## src/rtl/tlm_get_fifo_mc.sv

```systemverilog
// ---------------------------------------------------------------------------
// tlm_get_fifo_mc
//
// Multi-channel FIFO with a TLM-style get/peek port. A single producer port
// writes into NCHAN independent circular buffers. A single consumer port
// issues get / try_get / peek / try_peek requests against any channel.
// Responses are registered and arrive one cycle after the request is
// serviced.
//
// Ports:
//   clk        rising-edge clock
//   rst_n      asynchronous active-low reset
//   put_valid  producer offers an entry
//   put_chan   target channel of the put
//   put_data   put payload
//   put_ready  target channel not full (from registered count)
//   get_req    consumer issues an operation (ignored while get_busy)
//   get_chan   channel addressed by get_req
//   get_op     00 get, 01 try_get, 10 peek, 11 try_peek
//   get_busy   a blocking request is pending
//   rsp_valid  one-cycle response pulse
//   rsp_ok     1 = rsp_data holds an entry, 0 = try_* failed
//   rsp_data   returned entry (0 when rsp_ok = 0)
//   can_get    bit i = channel i non-empty
//   stat_fail  (only with TLM_GET_FIFO_MC_STATS_EN) 16-bit saturating count
//              of failed try_* responses per channel, field i at [16*i +: 16]
//
// Optional feature macro: TLM_GET_FIFO_MC_STATS_EN
// ---------------------------------------------------------------------------
module tlm_get_fifo_mc #(
  parameter int WIDTH = 32,
  parameter int DEPTH = 4,
  parameter int NCHAN = 4,
  localparam int CW = (NCHAN > 1) ? $clog2(NCHAN) : 1
) (
  input  logic                 clk,
  input  logic                 rst_n,
  input  logic                 put_valid,
  input  logic [CW-1:0]        put_chan,
  input  logic [WIDTH-1:0]     put_data,
  output logic                 put_ready,
  input  logic                 get_req,
  input  logic [CW-1:0]        get_chan,
  input  logic [1:0]           get_op,
  output logic                 get_busy,
  output logic                 rsp_valid,
  output logic                 rsp_ok,
  output logic [WIDTH-1:0]     rsp_data,
  output logic [NCHAN-1:0]     can_get
`ifdef TLM_GET_FIFO_MC_STATS_EN
  ,
  output logic [NCHAN*16-1:0]  stat_fail
`endif
);

  localparam int AW    = $clog2(DEPTH);
  localparam int CNTW  = $clog2(DEPTH + 1);
  // Storage is sized to every encodable channel index. Slots at or above
  // NCHAN are never written, so their counts stay zero and any request on
  // them behaves as "always empty".
  localparam int NSLOT = 1 << CW;

  typedef enum logic {IDLE, WAIT} state_t;

  state_t            state;
  logic [CW-1:0]     wait_chan;
  logic [1:0]        wait_op;

  logic [WIDTH-1:0]  mem    [NSLOT][DEPTH];
  logic [AW-1:0]     wr_ptr [NSLOT];
  logic [AW-1:0]     rd_ptr [NSLOT];
  logic [CNTW-1:0]   count  [NSLOT];

  logic [CW-1:0]     sel_chan;
  logic [1:0]        sel_op;
  logic              sel_act;
  logic              sel_avail;
  logic [WIDTH-1:0]  head;
  logic              pop;
  logic              put_fire;
  logic [NSLOT-1:0]  wr_en;
  logic [NSLOT-1:0]  rd_en;

  // In WAIT the latched request is re-evaluated every cycle; in IDLE the
  // live request drives the same path, so both states share one datapath.
  always_comb begin
    sel_chan  = (state == WAIT) ? wait_chan : get_chan;
    sel_op    = (state == WAIT) ? wait_op   : get_op;
    sel_act   = (state == WAIT) || get_req;
    sel_avail = (count[sel_chan] != '0);
    head      = mem[sel_chan][rd_ptr[sel_chan]];
    pop       = sel_act && sel_avail && !sel_op[1];
    put_ready = (int'(put_chan) < NCHAN) && (count[put_chan] != CNTW'(DEPTH));
    put_fire  = put_valid && put_ready;
    for (int i = 0; i < NSLOT; i++) begin
      wr_en[i] = put_fire && (put_chan == CW'(i));
      rd_en[i] = pop && (sel_chan == CW'(i));
    end
  end

  always_comb begin
    for (int i = 0; i < NCHAN; i++) begin
      can_get[i] = (count[i] != '0);
    end
  end

  assign get_busy = (state == WAIT);

  // Pointer and occupancy state per channel; a same-cycle put and pop on
  // one channel advances both pointers and leaves the count unchanged.
  always_ff @(posedge clk or negedge rst_n) begin
    if (!rst_n) begin
      for (int i = 0; i < NSLOT; i++) begin
        wr_ptr[i] <= '0;
        rd_ptr[i] <= '0;
        count[i]  <= '0;
      end
    end else begin
      for (int i = 0; i < NSLOT; i++) begin
        if (wr_en[i]) wr_ptr[i] <= wr_ptr[i] + AW'(1);
        if (rd_en[i]) rd_ptr[i] <= rd_ptr[i] + AW'(1);
        if (wr_en[i] && !rd_en[i])      count[i] <= count[i] + CNTW'(1);
        else if (rd_en[i] && !wr_en[i]) count[i] <= count[i] - CNTW'(1);
      end
    end
  end

  // Payload storage carries no reset.
  always_ff @(posedge clk) begin
    if (put_fire) mem[put_chan][wr_ptr[put_chan]] <= put_data;
  end

  // Request FSM with registered response
  always_ff @(posedge clk or negedge rst_n) begin
    if (!rst_n) begin
      state     <= IDLE;
      wait_chan <= '0;
      wait_op   <= '0;
      rsp_valid <= 1'b0;
      rsp_ok    <= 1'b0;
      rsp_data  <= '0;
    end else begin
      rsp_valid <= 1'b0;
      rsp_ok    <= 1'b0;
      rsp_data  <= '0;
      case (state)
        IDLE: begin
          if (get_req) begin
            if (sel_avail) begin
              rsp_valid <= 1'b1;
              rsp_ok    <= 1'b1;
              rsp_data  <= head;
            end else if (get_op[0]) begin
              rsp_valid <= 1'b1;
            end else begin
              state     <= WAIT;
              wait_chan <= get_chan;
              wait_op   <= get_op;
            end
          end
        end
        WAIT: begin
          if (sel_avail) begin
            rsp_valid <= 1'b1;
            rsp_ok    <= 1'b1;
            rsp_data  <= head;
            state     <= IDLE;
          end
        end
        default: state <= IDLE;
      endcase
    end
  end

`ifdef TLM_GET_FIFO_MC_STATS_EN
  logic [15:0] fail_cnt [NCHAN];
  logic        fail_evt;

  assign fail_evt = (state == IDLE) && get_req && !sel_avail && get_op[0];

  always_ff @(posedge clk or negedge rst_n) begin
    if (!rst_n) begin
      for (int i = 0; i < NCHAN; i++) fail_cnt[i] <= '0;
    end else begin
      for (int i = 0; i < NCHAN; i++) begin
        if (fail_evt && (get_chan == CW'(i)) && (fail_cnt[i] != 16'hFFFF))
          fail_cnt[i] <= fail_cnt[i] + 16'd1;
      end
    end
  end

  always_comb begin
    for (int i = 0; i < NCHAN; i++) stat_fail[i*16 +: 16] = fail_cnt[i];
  end
`endif

endmodule

```

## config.mk

```make
export PLATFORM = sky130hd
export DESIGN_NAME = tlm_get_fifo_mc
export DESIGN_NICKNAME = d
export VERILOG_FILES = /design/src/rtl/tlm_get_fifo_mc.sv
export SDC_FILE = /design/constraint.sdc
export NUM_CORES = 1
export LEC_CHECK = 0
export CORE_MARGIN = 2
export CORE_UTILIZATION = 55
export DETAILED_ROUTE_END_ITERATION = 10
export GPL_ROUTABILITY_DRIVEN = 0
export GPL_TIMING_DRIVEN = 1
export PLACE_DENSITY = 0.76
export SLEW_MARGIN = 15
export SYNTH_ARGS = -nofsm -noshare
export SYNTH_HDL_FRONTEND = slang
export SYNTH_SLANG_ARGS = --single-unit
export TNS_END_PERCENT = 100
```

## constraint.sdc

```tcl
create_clock -name clk -period 4.7 [get_ports clk]
set_input_delay 0.94 -clock clk [delete_from_list [all_inputs] [get_ports clk]]
set_output_delay 0.94 -clock clk [all_outputs]
set_load 0.02 [all_outputs]
```

==> results.md <==
* Per-cell via count in the routed design at 6.113
* Clock network latency to the later pin of the worst-skew pair at 580 ps
* CTS Sinks at 578
* Clock tree from TritonCTS: built
* Worst R2R Start: count[6]
* DRT iter0 DRCs at 873
* Number of buffers created by CTS at 54
* Path type of the worst min-delay path: reg -> reg
* Cell Count, Final, Fillers Out at 1,676
* Most used cell, CP: sky130_fd_sc_hd__clkdlybuf4s50_1
* Run status: finished, final reports clean
* Setup-violating endpoint count in the final report at 0
* Post-synth top area share at 0.6969
* Routed WL per cell at 25.79 microns
* Diode count at 0
* Via total after detailed routing at 10.25k
* Total power of the final layout at 0.01353 W
* Reg2Reg Depth at 8
* Arr. time, crit path at 2920 ps
* Category of the most critical setup path: in -> out
* Cell accounting for the most synthesized area: sky130_fd_sc_hd__edfxtp_1
* Distinct cell type count of the synthesized netlist at 35
* Slew HR at 0.3195
* Final Cycle Share at 0.8220
* Number of global-route vias before repair at 10.58k
* Maximum clock frequency at 258.8 MHz
* Clock input transition at the sequential cells of the worst setup and hold paths at 60 ps
* Final setup TNS at 0 ps
* Dpl hpwl at 22.97 mm
* Sort of element at the start of the critical path: primary input
* Remaining number of nets flagged by the antenna check after routing at 0
* Placed cell count at 1,575
* Number of top-level pins at 82
* Worst clock skew on the final layout at 14.61 ps
* Cell breakdown of the critical path: clkdlybuf4s50_1 > mux4_2 > clkdlybuf4s50_1
* Total detailed-routing wirelength at 43.22 mm
* Area of all placed cells without fillers at 25,620 sq um
* Site Rows at 73
* RSZ-0062 raised after global routing: no
* Overflow left after global routing at 0
* Worst reg2reg setup slack at 1840 ps
* Number of antenna violations at the first check in global routing at 1
* Cell types occupying the most area after synthesis: sky130_fd_sc_hd__edfxtp_1 70%, sky130_fd_sc_hd__mux4_2 14%, sky130_fd_sc_hd__dfrtp_1 7.5%
* EDFF count, synth at 512
* CTS H-tree depth at 2
* Nets@finish at 1,156
* #FFs+latches synth at 578
* Maximum number of pins on one net before global-route repair at 131
* Number of hold-slack violations in the final timing report at 0
* Final period demand of the worst path at 3864 ps
* Endpoint with the worst hold slack: rd_ptr[5]
* Cell count after synthesis at 985
* Post-route DRC at 0
* Power per cell area at 528.3 nW/um^2
* Critical Path Fanout Max at 13
* Endpoint of the worst-slack reg-to-reg timing path: count[4]
* Max-cap viol count at 0
* Kind of end point of the critical path: output pin
* 1st-pass router iterations at 5
* Slew of the pin with the lowest slew margin at 1021 ps
* Cell with the largest stage delay on the worst path: sky130_fd_sc_hd__mux4_2
* Layout overhead on the synthesized area at 16.11%
* Post-synth ARST share at 0.1142
* Clk root buf: sky130_fd_sc_hd__clkbuf_16
* Die width at 204.3 microns
* Post-CTS setup repair buffer count at 0
* Hold depth at 1
* First-pass GRT wire length at 65.52 mm
* Worst ir drop on vdd at 0.3408 mV
* Die Y at 204.3 microns
* Synthesized area divided by synthesized cell count at 22.40 sq um
* Proportion of layout cells with a drive suffix above 1 at 0.2459
* Max-slew violation count at 0
* Die area at 41,730 sq um
* Seq/Total Area, Yosys at 0.7717
* Leakage power figure at 8.492 nW
* Netlist area before placement at 22,060 sq um
* Number of buffers and inverters on the critical path at 2
* Cell type group with the largest total delay on the critical path: buffers and inverters
* Nets in the synthesized netlist at 1,035
* Aggregate global-route resource usage at 0.2145
* Number of buffers inserted for hold repair after clock tree synthesis at 0
* Starting utilization of the core area at 0.5566
* Instance area at placement at 23,750 sq um
* Startpoint of the lowest-slack hold path: rd_ptr[5]
* Largest incremental delay on the critical path at 700 ps
* Synthesis warning total at 0
* Floorplan Core Area at 39,640 sq um
* Max clock buf depth at 3
* Number of buffer cells added on primary ports at 81
* CP Data Required Time at 3760 ps
* Post-cts sizing count at 0
* Main flop type after synthesis: sky130_fd_sc_hd__edfxtp_1
[per-layer routing]
layer  vias up  GRT usage  wire length, microns  part of all wire
met5         -          0                    13           0.00030
met4         2    0.06159                   851             0.020
met3        70    0.03811                  2836             0.066
met2       381     0.3488                 21690              0.50
met1      5455     0.3035                 17830              0.41
li1       4337          -                     -                 -
[flip-flops by register name (all words and copies together), names as in the netlist]
signal / count
rsp_valid: 1
wait_op: 1
mem: 512
rsp_ok: 1
wait_chan: 2
rd_ptr: 8
rsp_data: 32
get_busy: 1
count: 12
wr_ptr: 8
[power breakdown]
part	leakage (nW)	total, W	internal [W]	switching [W]
sequential	5.45	0.00634	0.00612	0.000217
clock	0.915	0.00448	0.00265	0.00182
combinational	2.13	0.00272	0.00122	0.00150
total	8.49	0.0135	0.00999	0.00354
[cells in the mapped netlist, types with 5 or more instances]
cell                         n
sky130_fd_sc_hd__nand4_1    10
sky130_fd_sc_hd__clkbuf_1   23
sky130_fd_sc_hd__dfrtp_1    66
sky130_fd_sc_hd__xor2_1      8
sky130_fd_sc_hd__mux2_2      5
sky130_fd_sc_hd__nand3_1     8
sky130_fd_sc_hd__o22ai_1    33
sky130_fd_sc_hd__inv_1      11
sky130_fd_sc_hd__buf_2      20
sky130_fd_sc_hd__nor2_1     19
sky130_fd_sc_hd__mux2i_1    66
sky130_fd_sc_hd__and2_1      5
sky130_fd_sc_hd__mux4_2    134
sky130_fd_sc_hd__edfxtp_1  512
sky130_fd_sc_hd__xnor2_1    16
[worst register-to-register path, stage by stage (launching register included)]
cell and delay [ps]:
sky130_fd_sc_hd__dfrtp_1 430, sky130_fd_sc_hd__or3b_2 490, sky130_fd_sc_hd__mux4_2 620, sky130_fd_sc_hd__nand3_1 180, sky130_fd_sc_hd__inv_1 60, sky130_fd_sc_hd__ha_1 220, sky130_fd_sc_hd__inv_1 70, sky130_fd_sc_hd__fa_1 400
sky130_fd_sc_hd__mux2_2 270
[kinds of logic after synthesis]
| group | after synthesis | synth area share |
|---|---|---|
| AOI/OAI and AO/OA | 40 | 0.01180 |
| xor gates and xnor gates | 24 | 0.009528 |
| adders and majority gates | 8 | 0.005898 |
| buffers and inverters | 59 | 0.01202 |
| DFF | 578 | 0.7717 |
| muxes | 209 | 0.1720 |
| and+or+nand+nor | 67 | 0.01701 |
[cell type report]
class                           count  area, sq um
Tap cell                          525        656.9
Clock buffer                       75         1562
Clock inverter                     26        304.0
Inverter                           11        41.29
Timing Repair Buffer              113         1111
Fill cell                        2539        14020
Multi-Input combinational cell    348         4915
Sequential cell                   578        17030
[cell usage in the layout, fill, tap and decap left out, drive strengths merged, types with 10 or more instances in the layout]
cell and count:
edfxtp 512, nor2 19, clkinv 18, mux4 134
mux2i 66, nand4 10, dfrtp 66, inv 11
xnor2 16, o22ai 33, clkbuf 75, clkdlybuf4s50 80
buf 33
[worst max-delay path by stage]
stage / from / end / depth (start not counted)
2_1_floorplan: put_chan[0] / mem[0][100] / 5
3_3_place_gp: put_chan[0] / mem[2][65] / 6
3_5_place_dp: put_chan[0] / mem[1][65] / 6
4_1_cts: put_chan[1] / put_ready / 3
5_1_grt: put_chan[1] / put_ready / 3
6_report: put_chan[1] / put_ready / 3
[stage by stage]
stage,hold WS (ps),worst slack (ps),utilization
CTS,471.5,836.9,0.6462
floorplan,440.4,-1045,-
finish,473.0,836.4,0.6462
detailed placement,461.5,748.5,0.5991
global placement,460.6,794.1,0.5991
global route,478.6,781.3,0.6462
Note: power is estimated with default switching activity, not from simulation.
